<file path="src/rtl/imm_gen_pipe.sv">
// Registered valid/ready immediate generator with a 2-entry skid buffer (output reg + skid reg).
// Optional feature macro: IMM_GEN_ZICSR_EN adds the CSR zero-immediate (Z) format for SYSTEM.

package rv32i_pkg;
    localparam int XLEN = 32;
    localparam int ILEN = 32;

    typedef enum logic [2:0] {
        FMT_NONE = 3'd0,
        FMT_I    = 3'd1,
        FMT_S    = 3'd2,
        FMT_B    = 3'd3,
        FMT_U    = 3'd4,
        FMT_J    = 3'd5,
        FMT_Z    = 3'd6,
        FMT_RSVD = 3'd7
    } fmt_e;
endpackage

module imm_gen_pipe #(
    parameter int XLEN  = rv32i_pkg::XLEN,
    parameter int TAG_W = 32
) (
    input  logic                       clk_in,
    input  logic                       rst_in,
    input  logic                       in_valid,
    output logic                       in_ready,
    input  logic [rv32i_pkg::ILEN-1:0] instr_in,
    input  logic [TAG_W-1:0]           tag_in,
    output logic                       out_valid,
    input  logic                       out_ready,
    output logic [XLEN-1:0]            imm_out,
    output logic [2:0]                 fmt_out,
    output logic [TAG_W-1:0]           tag_out
);
    import rv32i_pkg::*;

    typedef struct packed {
        logic             valid;
        fmt_e             fmt;
        logic [XLEN-1:0]  imm;
        logic [TAG_W-1:0] tag;
    } entry_t;

    entry_t oreg;
    entry_t skid;
    entry_t dec;

    logic in_fire;
    logic out_fire;

    // NOTE: every always_comb output gets a default first so no path can infer a latch.
    always_comb begin
        dec       = '0;
        dec.valid = 1'b1;
        dec.tag   = tag_in;
        dec.fmt   = FMT_NONE;
        dec.imm   = '0;
        unique case (instr_in[6:0])
            7'b0010011, 7'b0000011, 7'b1100111: begin
                dec.fmt = FMT_I;
                dec.imm = XLEN'(signed'(instr_in[31:20]));
            end
            7'b0011011: begin
                if (XLEN == 64) begin
                    dec.fmt = FMT_I;
                    dec.imm = XLEN'(signed'(instr_in[31:20]));
                end
            end
            7'b0100011: begin
                dec.fmt = FMT_S;
                dec.imm = XLEN'(signed'({instr_in[31:25], instr_in[11:7]}));
            end
            7'b1100011: begin
                dec.fmt = FMT_B;
                dec.imm = XLEN'(signed'({instr_in[31], instr_in[7], instr_in[30:25],
                                         instr_in[11:8], 1'b0}));
            end
            7'b0110111, 7'b0010111: begin
                dec.fmt = FMT_U;
                dec.imm = XLEN'(signed'({instr_in[31:12], 12'b0}));
            end
            7'b1101111: begin
                dec.fmt = FMT_J;
                dec.imm = XLEN'(signed'({instr_in[31], instr_in[19:12], instr_in[20],
                                         instr_in[30:21], 1'b0}));
            end
`ifdef IMM_GEN_ZICSR_EN
            7'b1110011: begin
                // CSR immediate forms are funct3 101/110/111; the rest of SYSTEM has no immediate.
                if (instr_in[14] && (instr_in[13:12] != 2'b00)) begin
                    dec.fmt = FMT_Z;
                    dec.imm = XLEN'(instr_in[19:15]);
                end
            end
`endif
            default: begin
                dec.fmt = FMT_NONE;
                dec.imm = '0;
            end
        endcase
    end

    // The skid entry is only ever full while the output entry is full, so !skid.valid
    // is exactly "there is room for one more instruction".
    assign in_ready = !skid.valid;
    assign in_fire  = in_valid && in_ready;
    assign out_fire = oreg.valid && out_ready;

    assign out_valid = oreg.valid;
    assign imm_out   = oreg.imm;
    assign fmt_out   = oreg.fmt;
    assign tag_out   = oreg.tag;

    // NOTE: both entries are reset in full (not just valid) so outputs read 0 after reset.
    always_ff @(posedge clk_in) begin
        if (rst_in) begin
            oreg <= '0;
            skid <= '0;
        end else if (!oreg.valid || out_fire) begin
            if (skid.valid) begin
                oreg <= skid;
                skid <= '0;
            end else if (in_fire) begin
                oreg <= dec;
            end else begin
                oreg.valid <= 1'b0;
            end
        end else if (in_fire) begin
            skid <= dec;
        end
    end

endmodule
</file>
<file path="config.mk">
export PLATFORM = sky130hd
export DESIGN_NAME = imm_gen_pipe
export DESIGN_NICKNAME = d
export VERILOG_FILES = /design/src/rtl/imm_gen_pipe.sv
export SDC_FILE = /design/constraint.sdc
export NUM_CORES = 1
export LEC_CHECK = 0
export ABC_CLOCK_PERIOD_IN_PS = 2850
export CAP_MARGIN = 40
export CORE_MARGIN = 10
export CORE_UTILIZATION = 25
export DETAILED_ROUTE_END_ITERATION = 8
export SYNTH_ARGS = -nofsm -noshare
export SYNTH_HDL_FRONTEND = slang
export SYNTH_SLANG_ARGS = --single-unit
</file>
<file path="constraint.sdc">
create_clock -name clk_in -period 2.85 [get_ports clk_in]
set_input_delay 0.4275 -clock clk_in [delete_from_list [all_inputs] [get_ports clk_in]]
set_output_delay 0.4275 -clock clk_in [all_outputs]
set_load 0.02 [all_outputs]
</file>
**Yosys cells after proc, flatten, opt, wreduce, memory -nomap -nowiden**

Cells that the tools add are included.

- Equality and inequality tests: 9
- Muxes and demuxes: 7
- Reductions and logical operators: 11

Operator list:

| operator | count |
|---|---|
| 2-to-1 mux 68 bit | 3 |
| case mux 35 bit (5 select lines) | 1 |
| 2-to-1 mux 67 bit | 2 |
| == test 7 bit (second input constant) | 3 |
| == test 7 x 5 -> 1 bit (second input constant) | 2 |
| == test 7 x 6 -> 1 bit (second input constant) | 2 |
| == test 7 x 2 -> 1 bit (second input constant) | 1 |
| AND reduction 2 bit | 2 |
| nonzero test 2 bit | 2 |
| OR reduction 3 bit | 1 |
| logical AND 1 bit | 2 |
| zero test 1 bit | 2 |
| != test 2 bit (second input constant) | 1 |
| OR reduction 2 bit | 1 |
| logical OR 1 bit | 1 |
| 2-to-1 mux 1 bit | 1 |

- Flip-flop bits (word level): 136
- Bits of input ports: 68
- Logic and storage cells: 35

**Depth between registers and ports, before layout**

Gate-level depths: netlist (run 1).

- Depth in word-level cells: 5
- Gate-level depth with buffers: 7

**Worst setup path before layout (run 1)**

OpenSTA, ideal clock, no wires.

- Path kind: in2reg
- From: in instr_in[3] in the netlist's numbering
- To: reg skid[53] in the netlist's numbering
- Library setup time: 0.122 ns
- Arrival time: 1.486 ns
- Required time: 2.728 ns
- Path slack: 1.242 ns
- Stages on the path: 6
- Path buffers: 2
- Path through: nand4bb_1 -> clkbuf_1 -> o22ai_2 -> and3_1 -> buf_4 -> a221o_1

- Cells in the longest elaborated chain, start to end: 5
- Elaborated cells between the ends (all ways): 13

RTL lines:

| element | line | RTL |
|---|---|---|
| from (decl) | 28 | `input logic [rv32i_pkg::ILEN-1:0] instr_in,` |
| == test 7 x 5 -> 1 bit (tied with other cells) | 59 | `unique case (instr_in[6:0])` |
| OR reduction 3 bit / OR reduction 2 bit (equally long branches) | 59 |  |
| case mux 35 bit (5 select lines) * | 59 |  |
| 2-to-1 mux 68 bit * | 129 | `end else if (in_fire) begin` |
| 2-to-1 mux 68 bit * | 120 | `end else if (!oreg.valid \|\| out_fire) begin` |
| to (signal assigned) | 119 | `skid <= '0;` |
| to (signal assigned) | 123 | `skid <= '0;` |
| to (signal assigned) | 130 | `skid <= dec;` |
| to (decl) | 46 | `entry_t skid;` |

Mark *: on every way between the ends. The rest lies on a longest branch, timed or not. The select of a mux whose other input is x is not followed.
A chain may end at the register's enable or synchronous reset.

**Final worst setup path (run 1)**

- From: reg skid[67] in the netlist's numbering
- To: out in_ready

- Cells in the longest elaborated chain, start to end: 1

RTL lines:

| element | line | RTL |
|---|---|---|
| zero test 1 bit | 106 | `assign in_ready = !skid.valid;` |
| to (decl) | 27 | `output logic in_ready,` |

No other way between the ends.

==> results of run 1 <==
[logic make-up after synthesis]
family,share of synthesized area (%)
compound gates,25.5
buf+inv,4.66
flops,49.0
mux,5.96
simple gates,14.9
[flip-flops by register name, indices dropped and copies added, names as in the netlist]
signal	count
fmt_out	3
tag_out	32
skid	68
imm_out	32
out_valid	1
[cell type report]
cell class | instances | area (um^2) | share of cell area [%]
well taps | 280 | 350 | 4.50
inverters | 2 | 7.51 | 0.0964
flip-flops and latches | 136 | 2730 | 35.0
clock buffers | 22 | 464 | 5.96
clock inverters | 10 | 96.3 | 1.24
multi-input cells | 411 | 2610 | 33.6
repair buffers | 156 | 1530 | 19.6
[synthesized netlist by cell type (6+ instances only)]
master      n
dfxtp_1   136
nor2_1     94
nand2_1    52
a211oi_1   43
a22oi_1    37
mux2i_1    32
clkbuf_1   29
o21ai_0    25
a221o_1    19
buf_2      18
a21oi_1    13
a221oi_1   12
o211ai_1   10
a31oi_1     9
nand3_1     8
a32oi_1     6
[worst max-delay path by stage]
| stage | from | end | slack (ps) | cells after the start |
|---|---|---|---|---|
| floorplan | instr_in[3] | skid[53] | 1240 | 6 |
| global placement | in_valid | imm_out[30] | 290 | 5 |
| detailed placement | instr_in[1] | skid[52] | 420 | 5 |
| CTS | skid[67] | in_ready | 380 | 2 |
| global route | skid[67] | in_ready | 290 | 2 |
| finish | skid[67] | in_ready | 440 | 2 |
[power by group]
part	internal, mW	switching, mW
registers	1.99	0.0473
clock network	1.25	0.840
logic	0.309	0.356
total	3.54	1.24
[layer usage]
metal / share of wire [%] / up-vias / GRT usage [%]
met5: 0 / - / 0
met4: 1.3 / 0 / 4.05
met3: 6.1 / 13 / 3.82
met2: 47 / 145 / 19.2
met1: 46 / 2408 / 16.0
li1: - / 2478 / -
[critical path, stage by stage, from the launching register on]
cell             delay, ps
dfxtp_4                470
inv_2                  400
clkdlybuf4s50_1        700
[through the flow]
step                std cells  utilization (%)  setup WS [ps]
finish                   1017             35.7            435
CTS                      1017             35.7            384
global placement          983             33.0            294
global route             1017             35.7            289
detailed placement        985             33.1            421
floorplan                 603                -           1240
==> impl_results.md, run 1 <==
- Worst hold path class: reg2reg
- Global-route wire length before repair: 28.4 mm
- Final hold slack: 446 ps
- Status: finished clean
- Final ANT Viol Nets: 0
- Fin crit period: 2410 ps
- Tot GR Track Use: 12.4%
- Max Fanout on Critical Path: 27
- Initial Util: 25.5%
- Type of origin of the critical path: flop
- ANT cells: 0
- Crit share post-route: 84.7%
- Asr flop ratio synth: 0%
- R2r setup slk: 910 ps
- Cell area after synthesis: 0.00556 mm^2
- Leakage Power: 2.67 nW
- Cell area after layout: 0.00779 mm^2
- CTS-repair resized insts: 0
- Die width: 169 um
- Layout area overhead: 40.1%
- Routed WL: 17.9 mm
- Avg Cell Area, Syn: 9.22 um^2
- Vias per inst: 4.96
- Power Dens Cells: 615 mW/mm^2
- FILL cells: 2253
- Drt initial violations: 423
- RSZ-0062 raised after global routing: false
- Critical Path RT: 2420 ps
- Final count of hold timing violations: 0
- Netlist cell types: 49
- Die Area: 0.0286 mm^2
- CTS root buf: clkbuf_16
- Syn nets: 671
- Port bufs: 136
- Crit Path Class: reg2out
- Die Y: 169 um
- Latest clock arrival within the worst-skew pair: 410 ps
- Largest net degree at the start of global routing: 67
- Placer Congestion: 0.738
- Vias in the first global route: 5117
- WL per Instance: 17.6 um
- Worst reg2reg endpoint: imm_out[19]
- Slew Viols, Final: 0
- Layout Skew: 9.62 ps
- Total CTS buffers: 17
- Initial antenna violation count: 0
- DR pass1 iterations: 5
- Fmax: 414 MHz
- Hold Path Cell Cnt: 2
- FF+latch count, synth: 136
- Setup_tns: 0 ps
- Slew @ Worst Pin: 722 ps
- Reg2Reg Launch Point: skid[67]
- Worst EP arrival: 1990 ps
- Synth area leaders: dfxtp_1 (49%), nor2_1 (6.3%), a211oi_1 (5.8%)
- Commonest non-fill, non-tap cells in the layout: dfxtp_1 (135), clkdlybuf4s50_1 (135), nor2_1 (94), nand2_1 (52), a211oi_1 (43)
- Hold path start: skid[43]
- Predominant post-synthesis flop cell: dfxtp_1
- Total power: 4.79 mW
- Post-synth top area cell: dfxtp_1
- Share of layout cells above drive strength 1: 8.55%
- Sequential-to-total area share from yosys stat: 49.0%
- Synthesis warning total: 0
- R2R depth: 4
- Maximum VDD drop: 0.000329 V
- Final setup fails: 0
- CP endpoint kind: output pin
- DP Wirelength: 12.2 mm
- Slew headroom: 51.7%
- CTS Hold Bufs: 0
- FP Rows: 54
- Final #Nets: 792
- H-tree Lvls: 4
- Clock transition at path regs: 60 ps
- Area post-placement: 0.00723 mm^2
- Total clock sinks: 136
- Yosys top cell area share: 49.0%
- DR vias: 5044
- DRC Markers: 0
- Cells after synthesis: 603
- Grt ovf: 0
- # Post-CTS Setup Buffers: 0
- CTS tree: built
- Core ar.: 0.0218 mm^2
- Number of synthesized flops with an enable pin: 0
- Worst hold endpoint: skid[43]
- IO Count: 137
- Maxcap violations: 0
- Deepest clock path buffer count: 2
Note: power is estimated with default switching activity, not from simulation.
==> run 2: changes to the inputs <==
Settings changed: ABC_CLOCK_PERIOD_IN_PS 2850 to 2050.
Clock period 2.85 ns to 2.05 ns, I/O delays scaled along.
==> run 2 against run 1 <==
Against the previous run: count of clock-buffer cells in the layout decreased by 3; first-iteration DRC count is 30% lower; largest power group unchanged; critical path type is now reg2reg; utilization is 1.7 points higher; highest routed layer unchanged; total power up 43%.
==> impl_results.md, run 2 (synthesis gave the netlist of run 1 again) <==
- Worst EP arrival: 2060 ps
- DP Wirelength: 12.7 mm
- Slew Viols, Final: 0
- Final ANT Viol Nets: 0
- Worst Path Buf+Inv: 1
- Register with the highest flop count: skid
- CP max-delay cell: a2bb2oi_1
- Final setup fails: 0
- Global-route wire length before repair: 28.5 mm
- Fmax: 555 MHz
- Maximum VDD drop: 0.000467 V
- Latest clock arrival within the worst-skew pair: 420 ps
- Total power: 6.86 mW
- Clock power share: 44.6%
- Final #Nets: 825
- H-tree Lvls: 4
- Crit share post-route: 87.9%
- DR pass1 iterations: 5
- Leakage Power: 2.88 nW
- Commonest non-fill, non-tap cells in the layout: dfxtp_1 (135), clkdlybuf4s50_1 (134), nor2_1 (94), nand2_1 (52), buf_4 (45)
- IO Count: 137
- CP endpoint kind: flop
- DRC Markers: 0
- Share of layout cells above drive strength 1: 12.7%
- Power Dens Cells: 841 mW/mm^2
- Family with the most delay on the worst path: compound AO/OA/AOI/OAI gates
- CTS root buf: clkbuf_16
- Final count of hold timing violations: 0
- Sequential share of power: 41.1%
- Deepest clock path buffer count: 2
- Most common cell after layout, fill and taps aside: dfxtp_1
- Slew headroom: 52.1%
- Tot GR Track Use: 12.4%
- FP Rows: 54
- Drt initial violations: 298
- Clock transition at path regs: 60 ps
- WL per Instance: 17.0 um
- Status: finished clean
- Total CTS buffers: 17
- Die width: 169 um
- CP Cell Sequence: buf_4 > nor2b_1 > nor2b_1 > a2bb2oi_1 > a31oi_1
- Layout Skew: 12.1 ps
- # Post-CTS Setup Buffers: 0
- RSZ-0062 raised after global routing: false
- Grt ovf: 0
- Die Y: 169 um
- Core ar.: 0.0218 mm^2
- Die Area: 0.0286 mm^2
- Placer Congestion: 0.794
- Slew @ Worst Pin: 716 ps
- Initial Util: 25.5%
- Fin crit period: 1800 ps
- Critical Path RT: 2310 ps
- Routed WL: 17.9 mm
- CP max stage delay: 560 ps
- Max Fanout on Critical Path: 17
- Combinational Power Share: 14.3%
- Vias in the first global route: 5159
- Type of origin of the critical path: flop
- Largest net degree at the start of global routing: 60
- Internal Power: 5.07 mW
- Total clock sinks: 136
- Vias per inst: 4.88
- Layout area overhead: 46.7%
- Final setup margin: 248 ps
- CTS-repair resized insts: 0
- Worst hold path class: in2reg
- Port bufs: 136
- Dpl ws: -141 ps
- ANT cells: 0
- P_sw: 1.79 mW
- Most used cell, CP: nor2b_1
- Crit Path Class: reg2reg
- Maxcap violations: 0
- CTS Hold Bufs: 0
- Sw Ratio: 26.1%
- Initial antenna violation count: 0
- CTS tree: built
- Max reg flops: 68
- DR vias: 5128
run 2: cell types whose count changed in the layout (fill, tap and decap cells not counted):
cell | previous run | this run
clkinv_4 | 4 | 3
dlymetal6s2s_1 | 0 | 1
buf_8 | 1 | 0
clkdlybuf4s50_1 | 135 | 134
clkbuf_1 | 3 | 1
inv_4 | 1 | 0
inv_6 | 0 | 3
bufinv_16 | 1 | 2
clkinvlp_4 | 2 | 3
clkbuf_8 | 2 | 1
buf_12 | 1 | 9
buf_4 | 19 | 45
run 2: through the flow:
| stage | setup TNS (ps) | hold slack, ps | std cells | utilization [%] | cell area (um^2) |
|---|---|---|---|---|---|
| 2_1_floorplan | 0 | 417 | 603 | - | 5560 |
| 3_3_place_gp | -2330 | 429 | 1018 | 34.7 | 7570 |
| 3_5_place_dp | -3030 | 433 | 1018 | 34.7 | 7570 |
| 4_1_cts | 0 | 255 | 1050 | 37.4 | 8160 |
| 5_1_grt | 0 | 275 | 1050 | 37.4 | 8160 |
| 6_report | 0 | 277 | 1050 | 37.4 | 8160 |
run 2: cell type report:
type / instances / area (um^2)
clock buffers: 19 / 443
clock inverters: 13 / 145
fillers: 2215 / 13700
inverters: 2 / 7.51
multi-input cells: 411 / 2610
flip-flops and latches: 136 / 2730
well taps: 280 / 350
repair buffers: 189 / 1870
run 2: metal layers:
metal | up-vias | share of wire (%) | GRT usage [%]
li1 | 2563 | - | -
met4 | 0 | 1.8 | 4.58
met3 | 14 | 6.2 | 3.68
met1 | 2419 | 45 | 15.9
met5 | - | 0 | 0
met2 | 132 | 47 | 19.1
run 2: power by group through the flow:
stage | combinational [mW] | sequential (mW) | clock, mW
after floorplan | 0.336 | 2.99 | 0
final | 0.983 | 2.82 | 3.06
after global placement | 0.991 | 2.88 | 0
after CTS | 0.996 | 2.82 | 3.14
after global routing | 1.06 | 2.84 | 3.27
after detailed placement | 0.992 | 2.88 | 0
run 2: worst reg2reg max path, stage by stage (launching register included):
cell,delay [ps]
dfxtp_4,390
buf_4,270
nor2b_1,120
nor2b_1,140
a2bb2oi_1,560
a31oi_1,170
run 2: path summary, 6_finish.rpt:
| path | to | cells past startpoint | slack [ps] | start |
|---|---|---|---|---|
| worst min register to register | skid[63] | 2 | 440 | skid[63] |
| worst max-delay path | imm_out[15] | 5 | 250 | skid[67] |
| worst max register to register | imm_out[15] | 5 | 250 | skid[67] |
| worst min-delay path | skid[65] | 2 | 280 | rst_in |
==> variant, RTL diff (config.mk and constraints of run 2) <==
Change the package constant `XLEN` from 32 to 64.
--- a/src/rtl/imm_gen_pipe.sv
+++ b/src/rtl/imm_gen_pipe.sv
@@ -2,7 +2,7 @@
 // Optional feature macro: IMM_GEN_ZICSR_EN adds the CSR zero-immediate (Z) format for SYSTEM.
 
 package rv32i_pkg;
-    localparam int XLEN = 32;
+    localparam int XLEN = 64;
     localparam int ILEN = 32;
 
     typedef enum logic [2:0] {
Interface: changed (resized imm_out); port bits go from 137 to 169. No check against the original RTL was run, so the function may have changed too.
==> variant against run 2 <==
  * Power up 4.4%
  * Sequential share of layout area down 1.9 points
  * Area after synthesis up 7.8%
  * Setup slack worse by 0.17 ns
  * Critical path depth down 3
  * Synthesized cell count up 6.5%
  * Routed wire length up 7.5%
  * Design area up 5.9%
  * Non-clock buffer count up 29
  * Sequential cell count unchanged
==> variant: results (changes against run 2) <==
status=finished, final reports clean; CP max stage cell=clkdlybuf4s50_1; top cell types by occurrence after synthesis=dfxtp_1, nor2_1, a211oi_1, buf_4; Peak VDD IR=0.550 mV (+18%); via count=5237 (+2.1%); NumNets Final=858 (+4.0%); top layer in use=met5; Synth Net Count=710 (+5.8%); initial antenna violation count=2 (+2); wire per inst=17.1 microns (+0.63%); worst path bufs/invs=2 (+1); filler instances=2420 (+9.3%); Synth-to-Final Area Change=44.2%; Layout Skew=0.0182 ns (+0.00613 ns); Place WS=-0.230 ns (-0.0894 ns); leak pwr=3.40 nW (+18%); peak per-stage delay on the critical path=0.68 ns (+0.12 ns); gr usage total=0.122 (-0.00160); DP Area=7970 sq um (+5.3%); CP Max Fanout=34 (+17); Crit path required time=1.74 ns (-0.57 ns); met3 Use GR=0.0560 (+0.0192); M1 WL=8470 microns (+4.4%); largest net degree at the start of global routing=53 (-12%); Post-Place Cells=1090 (+7.1%); Core Util, Final=0.367 (-0.00673); cell family with most CP delay=buffers and inverters; Multi-input gate area=2740 sq um (+4.7%)
## variant: cell count changes after synthesis, sizes merged, moves of 6 or more
cell,delta
nand3,-6
a31oi,-7
nand2,-9
o22ai,+8
o211ai,-9
a211oi,+10
o21ai,+10
a21oi,+12
buf,+42
a221o,-11
nor3,+11
clkbuf,-7
a22o,+6
## variant: path summary, 6_finish.rpt
kind,depth (start not counted),start,end
worst max register to register,4,skid[99],skid[47]
worst min-delay path,2,rst_in,skid[13]
worst max-delay path,2,imm_out[62],imm_out[50]
worst min register to register,2,skid[57],skid[57]
## variant: cells by family after synthesis
group,Yosys count,synth area share
buffers and inverters,90,0.0910
and+or+nand+nor,175,0.139
AOI/OAI and AO/OA,206,0.257
muxes,35,0.0591
DFF,136,0.454
## variant: report_power, final
group	internal [mW]	total, mW	switching [mW]
Combinational	0.540	1.15	0.613
Clock	1.85	3.19	1.34
Sequential	2.76	2.82	0.0633
